$ cat src/rtl/alu_seq_pkg.sv
// rtl/alu_seq_pkg.sv - shared types, opcodes and instruction field positions for alu_sequencer
package alu_seq_pkg;

    typedef enum logic [1:0] {
        T0 = 2'd0,
        T1 = 2'd1,
        T2 = 2'd2,
        T3 = 2'd3
    } state_e;

    localparam int INST_W = 10;
    localparam int REG_N  = 4;

    localparam logic [3:0] OP_LOAD = 4'h0;
    localparam logic [3:0] OP_MOV  = 4'h1;

    localparam int OP_MSB = 9;
    localparam int OP_LSB = 6;
    localparam int RX_MSB = 5;
    localparam int RX_LSB = 4;
    localparam int RY_MSB = 3;
    localparam int RY_LSB = 2;

endpackage

$ cat src/rtl/alu_sequencer_if.sv
// rtl/alu_sequencer_if.sv - instruction/control bundle of alu_sequencer (Step only with ALU_SEQ_STEP_EN)
interface alu_sequencer_if;
    import alu_seq_pkg::*;

    logic                Exec;
    logic [INST_W-1:0]   INST;
`ifdef ALU_SEQ_STEP_EN
    logic                Step;
`endif
    logic                IRin;
    logic                ENW;
    logic [REG_N-1:0]    Rin;
    logic [REG_N-1:0]    Rout;
    logic                Ain;
    logic                Gin;
    logic                Gout;
    logic [3:0]          FN;
    logic                Busy;
    logic                Done;

    modport slave (
        input  Exec, INST,
`ifdef ALU_SEQ_STEP_EN
        input  Step,
`endif
        output IRin, ENW, Rin, Rout, Ain, Gin, Gout, FN, Busy, Done
    );

    modport master (
        output Exec, INST,
`ifdef ALU_SEQ_STEP_EN
        output Step,
`endif
        input  IRin, ENW, Rin, Rout, Ain, Gin, Gout, FN, Busy, Done
    );

endinterface

$ cat src/rtl/reg_decoder.sv
// rtl/reg_decoder.sv - 2-to-4 one-hot register select decoder with enable
module reg_decoder
    import alu_seq_pkg::*;
(
    input  logic             en,
    input  logic [1:0]       sel,
    output logic [REG_N-1:0] onehot
);

    always_comb begin
        onehot = '0;
        if (en) begin
            onehot[sel] = 1'b1;
        end
    end

endmodule

$ cat src/rtl/alu_sequencer.sv
// rtl/alu_sequencer.sv - T0..T3 control sequencer for the 10-bit register file + ALU datapath
// Optional single-stepping of T1..T3 with macro ALU_SEQ_STEP_EN.
module alu_sequencer
    import alu_seq_pkg::*;
#(
    parameter int IW   = 10,
    parameter int NREG = 4
) (
    input  logic               CLKb,
    input  logic               RSTb,
    alu_sequencer_if.slave     bus
);

    if (IW != 10) begin : g_bad_iw
        $error("alu_sequencer: IW must be 10");
    end
    if (NREG != 4) begin : g_bad_nreg
        $error("alu_sequencer: NREG must be 4");
    end

    state_e            state_q, state_d;
    logic [INST_W-1:0] ir_q, ir_d;

    logic [3:0] op;
    logic [1:0] rx, ry;
    logic       is_load, is_mov;
    logic       adv;
    logic       unused_rsvd;

    logic       rin_en, rout_en;
    logic [1:0] rin_sel, rout_sel;

    assign op          = ir_q[OP_MSB:OP_LSB];
    assign rx          = ir_q[RX_MSB:RX_LSB];
    assign ry          = ir_q[RY_MSB:RY_LSB];
    assign is_load     = (op == OP_LOAD);
    assign is_mov      = (op == OP_MOV);
    assign unused_rsvd = ^ir_q[1:0];

`ifdef ALU_SEQ_STEP_EN
    assign adv = bus.Step;
`else
    assign adv = 1'b1;
`endif

    always_comb begin
        state_d  = state_q;
        ir_d     = ir_q;
        bus.IRin = 1'b0;
        bus.ENW  = 1'b0;
        bus.Ain  = 1'b0;
        bus.Gin  = 1'b0;
        bus.Gout = 1'b0;
        bus.FN   = 4'h0;
        bus.Done = 1'b0;
        rin_en   = 1'b0;
        rin_sel  = rx;
        rout_en  = 1'b0;
        rout_sel = rx;
        unique case (state_q)
            T0: begin
                // Gated by reset so every output reads 0 while RSTb is low.
                bus.IRin = bus.Exec & RSTb;
                if (bus.Exec) begin
                    ir_d    = bus.INST;
                    state_d = T1;
                end
            end
            T1: begin
                if (is_load) begin
                    bus.ENW  = 1'b1;
                    rin_en   = 1'b1;
                    bus.Done = 1'b1;
                    if (adv) state_d = T0;
                end else if (is_mov) begin
                    rout_en  = 1'b1;
                    rout_sel = ry;
                    rin_en   = 1'b1;
                    bus.Done = 1'b1;
                    if (adv) state_d = T0;
                end else begin
                    rout_en  = 1'b1;
                    bus.Ain  = 1'b1;
                    if (adv) state_d = T2;
                end
            end
            T2: begin
                rout_en  = 1'b1;
                rout_sel = ry;
                bus.FN   = op;
                bus.Gin  = 1'b1;
                if (adv) state_d = T3;
            end
            T3: begin
                bus.Gout = 1'b1;
                rin_en   = 1'b1;
                bus.Done = 1'b1;
                if (adv) state_d = T0;
            end
            default: state_d = T0;
        endcase
    end

    assign bus.Busy = (state_q != T0);

    always_ff @(negedge CLKb or negedge RSTb) begin
        if (!RSTb) begin
            state_q <= T0;
            ir_q    <= '0;
        end else begin
            state_q <= state_d;
            ir_q    <= ir_d;
        end
    end

    reg_decoder u_rin_dec (
        .en     (rin_en),
        .sel    (rin_sel),
        .onehot (bus.Rin)
    );

    reg_decoder u_rout_dec (
        .en     (rout_en),
        .sel    (rout_sel),
        .onehot (bus.Rout)
    );

endmodule

$ cat src/flat_wrapper.sv
// flat-port wrapper written by rule: the top's interface ports become plain ports
module alu_sequencer_flat import alu_seq_pkg::*;
#(
    parameter int IW   = 10,
    parameter int NREG = 4
)
  (CLKb, RSTb, bus_Exec, bus_INST, bus_IRin, bus_ENW, bus_Rin, bus_Rout, bus_Ain, bus_Gin, bus_Gout, bus_FN, bus_Busy, bus_Done);
  alu_sequencer_if bus_i ();
  input  logic CLKb;
  input  logic RSTb;
  input wire logic [$bits(bus_i.Exec)-1:0] bus_Exec;
  input wire logic [$bits(bus_i.INST)-1:0] bus_INST;
  output wire logic [$bits(bus_i.IRin)-1:0] bus_IRin;
  output wire logic [$bits(bus_i.ENW)-1:0] bus_ENW;
  output wire logic [$bits(bus_i.Rin)-1:0] bus_Rin;
  output wire logic [$bits(bus_i.Rout)-1:0] bus_Rout;
  output wire logic [$bits(bus_i.Ain)-1:0] bus_Ain;
  output wire logic [$bits(bus_i.Gin)-1:0] bus_Gin;
  output wire logic [$bits(bus_i.Gout)-1:0] bus_Gout;
  output wire logic [$bits(bus_i.FN)-1:0] bus_FN;
  output wire logic [$bits(bus_i.Busy)-1:0] bus_Busy;
  output wire logic [$bits(bus_i.Done)-1:0] bus_Done;
  assign bus_i.Exec = bus_Exec;
  assign bus_i.INST = bus_INST;
  assign bus_IRin = bus_i.IRin;
  assign bus_ENW = bus_i.ENW;
  assign bus_Rin = bus_i.Rin;
  assign bus_Rout = bus_i.Rout;
  assign bus_Ain = bus_i.Ain;
  assign bus_Gin = bus_i.Gin;
  assign bus_Gout = bus_i.Gout;
  assign bus_FN = bus_i.FN;
  assign bus_Busy = bus_i.Busy;
  assign bus_Done = bus_i.Done;
  alu_sequencer #(.IW(IW), .NREG(NREG)) u_core (.CLKb(CLKb), .RSTb(RSTb), .bus(bus_i));
endmodule
$ cat config.mk
export PLATFORM = sky130hd
export DESIGN_NAME = alu_sequencer_flat
export DESIGN_NICKNAME = d
export VERILOG_FILES = /design/src/rtl/alu_seq_pkg.sv /design/src/rtl/alu_sequencer_if.sv /design/src/rtl/reg_decoder.sv /design/src/rtl/alu_sequencer.sv /design/src/flat_wrapper.sv
export SDC_FILE = /design/constraint.sdc
export NUM_CORES = 1
export LEC_CHECK = 0
export CORE_MARGIN = 4
export CORE_UTILIZATION = 40
export DETAILED_ROUTE_END_ITERATION = 8
export PLACE_DENSITY = 0.84
export SYNTH_ARGS = -nofsm -noshare
export SYNTH_HDL_FRONTEND = slang
export SYNTH_SLANG_ARGS = --single-unit
export TNS_END_PERCENT = 100
$ cat constraint.sdc
create_clock -name CLKb -period 2.6 [get_ports CLKb]
set_input_delay 0.39 -clock CLKb [delete_from_list [all_inputs] [get_ports CLKb]]
set_output_delay 0.39 -clock CLKb [all_outputs]
set_load 0.01 [all_outputs]
==> reports/metrics.cfg, run 1 <==
[clocking]
cts_buffers=3
clk_latency_ns=0.27
clkTransAtPathRegs_ns=0.05
cts_hold_buffers=0
tritoncts=done
cts_htree_levels=1
cts.path.max_buffers=2
clockRootBuffer=clkbuf_4
cts_sinks=10

[place]
io_buffers=29
dpl-instance-area_um2=1230
dpl.hpwl_mm=1.57
pre_cts_slack_ns=-1.20
place.gp.congestion=0.798

[yosys]
yosysTopAreaCell=dfrtn_1
synth_area_leaders=dfrtn_1 36%, mux2_2 16%, ha_1 9.1%, nor2_1 4.9%, and2_1 3.6%
ys_seq_area_frac=0.363
synth_area_um2=689
synth_cell_types=23
synthCells=69
ys_seq_elements=10
synth_top_area_frac=0.363
syn_avg_cell_area_um2=9.99
syn-num-nets=87
ys.warnings.count=0

[outcome]
violations=negative setup slack
status=complete, but fails checks

[job]
cap_violations=0

[cells_and_area]
final_cell_mix=22 x buf_6, 21 x buf_4, 10 x dfrtn_1
drive_above_1_share=0.719
antennaDiodeCount=0
final_common_cell=buf_6
nets=155
design_area_um2=1460
area_growth_pct=111

[setup_path]
cp_common_cell=buf_4
critical-path-top-delay-family=buffers and inverters
cp-start-kind=flip-flop
crit_type=flip-flop to output pin
crit_arrival_ns=3.40
crit_path_max_fanout=3
worst-path-stages=9
path_buf_inv=5
required_ns=2.21
cp_slowest_cell=dfrtn_1
cp-end-kind=output pin
reg2reg_depth=11
max_stage_delay_ns=0.44
crit_chain=inv_2 > ha_4 > buf_4 > inv_1 > a22oi_2 > nand3_1 > buf_4 > nor2_2 > buf_2

[power_and_ir_drop]
p_leak_nw=0.704
vdd.ir_drop.worst_mv=0.944
p_per_area_nw_per_um2=1420

[min_path]
holdCritPathClass=flip-flop to flip-flop
whs_path_depth=1

[sta]
drv_slew=0
finalHoldViolCount=0
slew-limit-headroom=0.770
rsz0062_at_grt=true
finalSetupViolations=19
setup_ws_ns=-1.19
worst_slew_pin_slew_ns=0.343
fin_skew_ns=0.000864
whs_ns=0.507

[floorplanning]
die_width_um=49.5
io-pin-count=32
num_rows=14
dieArea_um2=2450
fp.dieH_um=49.5
core_area_um2=1560
start_util=0.442

[global_route]
antenna_found_initial=0
grt_overflow_total=0
grt_usage=0.201
grt_pass1_wl_mm=3.69
grt_max_degree=12
grt_pass1_vias=798

[drt]
post-route-drc-count=0
drt_first_pass_iters=4
post_drt_wl_per_cell_um=19.9
wl_mm=3.01
drtAntennaViolNets=0
via_count=840
avgViaCountPerCell=5.56
drt_first_iter_violations=26

## per-stage QoR
stage,util,instances,power (mW),setup TNS (ns)
final,0.933,151,2.07,-15.50
after global routing,0.933,151,2.16,-16.43
after CTS,0.835,146,1.71,-13.73
after detailed placement,0.787,138,1.49,-17.94
after global placement,0.787,138,1.43,-17.42
after floorplan,-,69,0.878,-4.48
## synthesized netlist by cell type
master    count
nor3_1        3
and2b_1       1
nor3b_1       1
mux2_2       10
and2_1        4
nor2_1        9
ha_1          5
nand3_1       1
a21bo_2       1
and3_1        2
dfrtn_1      10
a221o_1       1
nor4b_4       1
nor2b_1       1
nand2_1       5
inv_1         5
buf_6         1
and2_2        1
a21oi_1       3
o21ai_0       1
mux2_4        1
a221oi_1      1
a22oi_1       1
## report_power, final
part           internal [mW]  total [mW]  switching [mW]
Combinational          0.907        1.66           0.749
Clock                 0.0532       0.101          0.0481
Sequential             0.243       0.310          0.0668
## repair_timing
| action | in CTS | in global routing |
|---|---|---|
| setup buffers | 5 | 8 |
| pin swaps | 10 | 8 |
| gates resized for setup | 98 | 29 |
| endpoints found under the setup margin | 20 | 28 |
## logic make-up after synthesis
group / after synthesis / synth area share
compound gates: 8 / 0.0817
buf+inv: 6 / 0.0436
flops: 10 / 0.363
simple gates: 29 / 0.236
mux: 11 / 0.185
fa+ha+maj: 5 / 0.0907
## worst register-to-register path, cell delays in order, from the launching register on
cell     delay (ns)
dfrtn_1        0.43
inv_2          0.07
buf_4          0.14
buf_6          0.12
buf_6          0.11
ha_4           0.17
inv_4          0.06
buf_4          0.09
buf_4          0.09
nor2_1         0.06
nor2_1         0.17
mux2_2         0.35
## layer usage
metal  wire length [um]  vias to the layer above  track usage
li1                   -                      375            -
met1               1100                      414        0.199
met2               1630                       43        0.393
met3                216                        8       0.0422
met4                 57                        0       0.0922
met5                  0                        -            0
## state kept, by name (all words and copies together) (netlist names), named ones only
name / count
u_core.ir_q: 8
u_core.state_q: 1
## worst paths after layout
path | from | end | slack, ns
worst min register to register | u_core.ir_q[3] | u_core.ir_q[3] | 0.51
worst max-delay path | u_core.state_q[0] | bus_Rout[0] | -1.19
worst min-delay path | u_core.ir_q[3] | u_core.ir_q[3] | 0.51
min in group asynchronous | RSTb | u_core.ir_q[3] | 1.61
max in group asynchronous | RSTb | u_core.state_q[0] | 0.82
worst max register to register | flip-flop | flip-flop | 0.59
## final cells by class
cell class | count | area (um2)
clock buffers | 3 | 22.5
fillers | 52 | 104
inverters | 5 | 21.3
multi-input cells | 53 | 557
flip-flops and latches | 10 | 250
well taps | 16 | 20.0
repair buffers | 64 | 584
(Power assumes the default switching activity.)
==> run 2: changes to the inputs <==
--- a/config.mk
+++ b/config.mk
@@ -6,9 +6,9 @@
 export NUM_CORES = 1
 export LEC_CHECK = 0
 export CORE_MARGIN = 4
-export CORE_UTILIZATION = 40
+export CORE_UTILIZATION = 35
 export DETAILED_ROUTE_END_ITERATION = 8
-export PLACE_DENSITY = 0.84
+export PLACE_DENSITY = 0.76
 export SYNTH_ARGS = -nofsm -noshare
 export SYNTH_HDL_FRONTEND = slang
 export SYNTH_SLANG_ARGS = --single-unit
==> constraint.sdc (replaced) <==
create_clock -name CLKb -period 4.7 [get_ports CLKb]
set_input_delay 0.705 -clock CLKb [delete_from_list [all_inputs] [get_ports CLKb]]
set_output_delay 0.705 -clock CLKb [all_outputs]
set_load 0.01 [all_outputs]
==> run 2 against run 1 <==
  * Final area shrank 17%
  * Count of clock-buffer cells in the layout is the same
  * The run still ends with negative setup slack left
  * Register-to-register slack gained 2.4 ns
  * Non-clock buffer count shrank 13
  * Global-route usage shrank 5.1 points
==> reports/metrics.cfg, run 2 (same netlist as run 1, synthesis figures left out) <==
[cells_and_area]
final_cell_mix=21 x buf_4, 10 x dfrtn_1, 10 x clkdlybuf4s50_1, 10 x buf_2, 9 x mux2_2
multi_input_area_um2=504  ; -9.4%
antennaDiodeCount=0  ; unchanged
reg_top3=u_core.ir_q (8), u_core.state_q (1)
drive_above_1_share=0.574  ; -0.145
register_area_um2=250  ; unchanged
fillers=153  ; +190%
final_common_cell=buf_4
top_register=u_core.ir_q
nets=142  ; -8.4%
largest_reg_flops=8  ; unchanged
area_growth_pct=76.0

[floorplanning]
dieArea_um2=2740  ; +12%
core_area_um2=1800  ; +16%
fp.dieH_um=52.4  ; +5.8%
die_width_um=52.4  ; +5.8%
num_rows=15  ; +1
start_util=0.383  ; -0.0596
io-pin-count=32  ; unchanged

[setup_path]
cp_slowest_cell=dfrtn_1
crit_path_max_fanout=2  ; -1
reg2reg_to=u_core.ir_q[2]
path_buf_inv=2  ; -3
rrSetupSlack_ns=3.01  ; +2.42 ns
crit_chain=inv_2 > ha_4 > and2_4 > mux2_4 > a221o_1 > nor2_2 > buf_2
critical-path-top-delay-family=flip-flops
reg2reg_from=u_core.state_q[0]
crit_arrival_ns=4.28  ; +0.88 ns
reg2reg_depth=5  ; -6
crit_type=flip-flop to output pin
required_ns=3.99  ; +1.78 ns
worst-path-stages=7  ; -2
endpoint=bus_Rout[0]
cp-start-kind=flip-flop
max_stage_delay_ns=0.42  ; -0.02 ns
cp-end-kind=output pin

[sta]
setup_ws_ns=-0.289  ; +0.899 ns
finalSetupViolations=8  ; -11
fin_skew_ns=0.00207  ; +0.00121 ns
worst_slew_pin_slew_ns=0.466  ; +0.123 ns
rsz0062_at_grt=true
tns_ns=-1.12  ; +14.37 ns
drv_slew=0  ; unchanged
slew-limit-headroom=0.688  ; -0.0819
finalHoldViolCount=0  ; unchanged

[outcome]
status=complete, but fails checks
violations=negative setup slack

[drt]
via_count=691  ; -18%
drt-met1-wl_um=811  ; -27%
drt_first_iter_violations=12  ; -54%
drtAntennaViolNets=0  ; unchanged
post_drt_wl_per_cell_um=12.7  ; -36%
avgViaCountPerCell=4.70  ; -15%
wl_met3_um=84  ; -61%
dr.max_layer_used=met3
wl_mm=1.86  ; -38%
drt_first_pass_iters=3  ; -1
wl_met2_um=967  ; -41%
post-route-drc-count=0  ; unchanged

[clocking]
clockRootBuffer=clkbuf_4
cts.path.max_buffers=2  ; unchanged
cts_htree_levels=1  ; unchanged
cts_hold_buffers=0  ; unchanged
clk_latency_ns=0.26  ; about the same
cts_sinks=10  ; unchanged
clkTransAtPathRegs_ns=0.04  ; about the same
tritoncts=done
cts_buffers=3  ; unchanged

[place]
place.gp.congestion=0.799  ; +0.11%
dpl.hpwl_mm=1.49  ; -5.1%
io_buffers=29  ; unchanged

[job]
cap_violations=0  ; unchanged

[power_and_ir_drop]
p_per_area_nw_per_um2=711  ; -50%
power_mw=0.863  ; -58%
vdd.ir_drop.worst_mv=0.421  ; -55%
p_leak_nw=0.593  ; -16%

[global_route]
grt_usage=0.150  ; -0.0508
grt_overflow_total=0  ; unchanged
grt_pass1_wl_mm=3.04  ; -18%
grt_max_degree=12  ; unchanged
grt_pass1_vias=699  ; -12%
antenna_found_initial=0  ; unchanged

[min_path]
holdCritPathClass=flip-flop to flip-flop
whs_path_depth=1  ; unchanged

## run 2: cell count changes in the layout (fill, tap and decap cells not counted), sizes merged
| cell | delta |
|---|---|
| clkdlybuf4s50 | +1 |
| dlygate4sd2 | +3 |
| clkbuf | +4 |
| buf | -20 |
| dlymetal6s2s | -1 |
## run 2: power by group
part           switching (mW)  internal (mW)
Sequential             0.0364          0.134
Combinational           0.283          0.355
Clock                  0.0250         0.0293
Total                   0.345          0.519
## run 2: how the worst min path moves through the flow
stage | slack, ns | from | endpoint
after floorplan | 0.43 | u_core.ir_q[3] | u_core.ir_q[3]
after global placement | 0.47 | u_core.ir_q[3] | u_core.ir_q[3]
after detailed placement | 0.47 | u_core.ir_q[3] | u_core.ir_q[3]
after CTS | 0.48 | u_core.ir_q[3] | u_core.ir_q[3]
after global routing | 0.50 | u_core.ir_q[3] | u_core.ir_q[3]
final | 0.48 | u_core.ir_q[3] | u_core.ir_q[3]
## run 2: worst reg2reg max path, stage by stage (launching register included)
cell and delay [ns]:
dfrtn_1 0.42, inv_2 0.05, buf_4 0.15, ha_1 0.22
nand2_1 0.29, mux2_2 0.39
## run 2: per-stage QoR
stage,instances,instance area (um2),hold WS [ns],utilization,setup WS [ns]
6_report,147,1210,0.481,0.674,-0.289
5_1_grt,147,1210,0.501,0.674,-0.374
4_1_cts,144,1200,0.477,0.668,-0.302
3_5_place_dp,140,1150,0.468,0.640,-0.445
3_3_place_gp,140,1150,0.467,0.640,-0.409
2_1_floorplan,69,707,0.432,-,0.00930
## run 2: routing by layer
| layer | vias up | track usage |
|---|---|---|
| met5 | - | 0 |
| met4 | 0 | 0.0511 |
| met3 | 0 | 0.0256 |
| met2 | 16 | 0.275 |
| met1 | 326 | 0.172 |
| li1 | 349 | - |
## run 2: final cells by class
class,count,area share
multi-input combinational,53,0.415
clock buffer,3,0.0186
inverter,5,0.0155
sequential,10,0.206
timing repair buffer,51,0.319
tap,25,0.0258
## run 2: what timing repair did
action	4_1_cts	5_1_grt
buffers inserted	1	3
gates resized for setup	64	13
endpoints found under the setup margin	18	14
endpoints found under the hold margin	0	0
pin swaps	9	2
==> run 3: changes to the inputs <==
--- a/config.mk
+++ b/config.mk
@@ -5,6 +5,7 @@
 export SDC_FILE = /design/constraint.sdc
 export NUM_CORES = 1
 export LEC_CHECK = 0
+export CORE_ASPECT_RATIO = 1.1
 export CORE_MARGIN = 4
 export CORE_UTILIZATION = 35
 export DETAILED_ROUTE_END_ITERATION = 8
==> run 3 against run 2 <==
  * The run still ends with negative setup slack left
  * Routed wire length is 6.6% higher
  * Critical path depth did not move
  * Largest power group unchanged
  * Global-route usage is 0.071 points higher
  * Setup slack got worse by 0.0094 ns
  * Sequential share of layout area down 0.23 points
  * Clock power is essentially flat
  * Combinational power increased by 3.6%
==> reports/metrics.cfg, run 3 (same netlist as run 1, synthesis figures left out) <==
[drt]
dr.max_layer_used=met4
avgViaCountPerCell=4.62  ; -1.6%
post-route-drc-count=0  ; unchanged
wl_met3_um=124  ; +48%
drt_first_iter_violations=4  ; -8
drt_first_pass_iters=4  ; +1
post_drt_wl_per_cell_um=13.3  ; +5.1%
drt-met1-wl_um=791  ; -2.5%
via_count=689  ; -0.29%
drtAntennaViolNets=0  ; unchanged
wl_met2_mm=1.05  ; +8.2%
wl_mm=1.98  ; +6.6%

[floorplanning]
die_width_um=50.3  ; -3.9%
fp.dieH_um=54.6  ; +4.1%
num_rows=16  ; +1
start_util=0.378  ; -0.00420
dieArea_um2=2740  ; about the same
io-pin-count=32  ; unchanged
core_area_um2=1820  ; +1.1%

[setup_path]
crit_type=flip-flop to output pin
cp_slowest_cell=dfrtn_1
cp-start-kind=flip-flop
crit_chain=inv_2 > ha_4 > and2_4 > mux2_4 > a221o_1 > nor2_2 > buf_2
crit_arrival_ns=4.29  ; about the same
crit_path_max_fanout=2  ; unchanged
max_stage_delay_ns=0.43  ; about the same
cp-end-kind=output pin
required_ns=3.99  ; about the same

[cells_and_area]
final_cells=149  ; +1.4%
fillers=138  ; -9.8%
nets=142  ; unchanged
area_growth_pct=78.0
antennaDiodeCount=0  ; unchanged
drive_above_1_share=0.574  ; unchanged
top_register=u_core.ir_q
final_cell_mix=18 x buf_4, 10 x dfrtn_1, 10 x clkdlybuf4s50_1
largest_reg_flops=8  ; unchanged
reg_top3=u_core.ir_q (8), u_core.state_q (1)
design_area_um2=1230  ; +1.1%
final_common_cell=buf_4

[clocking]
cts_buffers=3  ; unchanged
clk_latency_ns=0.26  ; about the same
tritoncts=done
cts_hold_buffers=0  ; unchanged
cts_htree_levels=1  ; unchanged
cts_sinks=10  ; unchanged
cts.path.max_buffers=2  ; unchanged
clkTransAtPathRegs_ns=0.05  ; about the same
clockRootBuffer=clkbuf_4

[outcome]
violations=negative setup slack
status=complete, but fails checks

[sta]
fin_skew_ns=0.00573  ; +0.00367 ns
finalSetupViolations=7  ; -1
whs_ns=0.497  ; +0.0164 ns
finalHoldViolCount=0  ; unchanged
drv_slew=0  ; unchanged
slew-limit-headroom=0.681  ; -0.00750
rsz0062_at_grt=true
worst_slew_pin_slew_ns=0.477  ; +0.0112 ns
setup_ws_ns=-0.298  ; -0.00936 ns

[min_path]
holdCritPathClass=flip-flop to flip-flop

[place]
dpl-instance-area_um2=1160  ; +0.87%
post-place-cells=143  ; +2.1%
dpl.hpwl_mm=1.49  ; about the same
place.gp.congestion=0.713  ; -11%
io_buffers=29  ; unchanged

[power_and_ir_drop]
vdd.ir_drop.worst_mv=0.459  ; +9.1%
p_leak_nw=0.590  ; -0.49%
p_per_area_nw_per_um2=721  ; +1.4%

[job]
cap_violations=0  ; unchanged

[global_route]
grt_pass1_vias=716  ; +2.4%
grt_overflow_total=0  ; unchanged
grt_pass1_wl_mm=3.10  ; +2.0%
grt_usage=0.151  ; +0.000706
grt_max_degree=12  ; unchanged
antenna_found_initial=0  ; unchanged

## run 3: final timing paths
check	to	cells past startpoint	slack, ns	from
setup / recovery	bus_Rout[0]	7	-0.30	flip-flop
hold / removal	u_core.ir_q[3]	1	0.50	u_core.ir_q[3]
setup reg to reg	u_core.ir_q[5]	6	2.98	flip-flop
hold reg to reg	u_core.ir_q[3]	1	0.50	u_core.ir_q[3]
max in group asynchronous	u_core.ir_q[6]	1	1.34	RSTb
min in group asynchronous	u_core.ir_q[8]	1	3.00	RSTb
## run 3: worst max-delay path, delay by kind of cell (launching register included)
kind / cells / cell delay, ns
compound gates: 1 / 0.34
fa+ha+maj: 1 / 0.24
buf+inv: 2 / 0.20
flops: 1 / 0.43
mux: 1 / 0.26
simple gates: 2 / 0.22
## run 3: through the flow
stage | util | power [mW] | worst slack (ns) | setup TNS, ns
after floorplan | - | 0.467 | 0.00930 | 0
after global routing | 0.674 | 0.954 | -0.375 | -2.14
after global placement | 0.638 | 0.742 | -0.413 | -1.97
after detailed placement | 0.638 | 0.764 | -0.468 | -2.47
final | 0.674 | 0.885 | -0.298 | -1.54
after CTS | 0.673 | 0.862 | -0.292 | -1.21
## run 3: routing by layer
metal  track usage  vias to the layer above
met1         0.168                      316
li1              -                      349
met2         0.287                       20
met3        0.0300                        4
met4        0.0538                        0
met5             0                        -
## run 3: where the power goes
group	internal, mW	switching, mW	leakage, nW	total, mW
registers	0.134	0.0357	0.118	0.170
clock network	0.0293	0.0249	0.0138	0.0542
logic	0.367	0.294	0.458	0.661
total	0.531	0.354	0.590	0.885
## run 3: area by class of cell
| type | count | area, um2 | share of cell area |
|---|---|---|---|
| Clock buffer | 3 | 22.5 | 0.0183 |
| Inverter | 5 | 18.8 | 0.0153 |
| Multi-Input combinational cell | 53 | 497 | 0.405 |
| Sequential cell | 10 | 250 | 0.204 |
| Tap cell | 27 | 33.8 | 0.0275 |
| Timing Repair Buffer | 51 | 405 | 0.330 |
## run 3: what timing repair did
item                                    4_1_cts  5_1_grt
endpoints found under the setup margin       18       15
gates resized for setup                      62       20
buffers inserted                              2        1
pin swaps                                     5        2
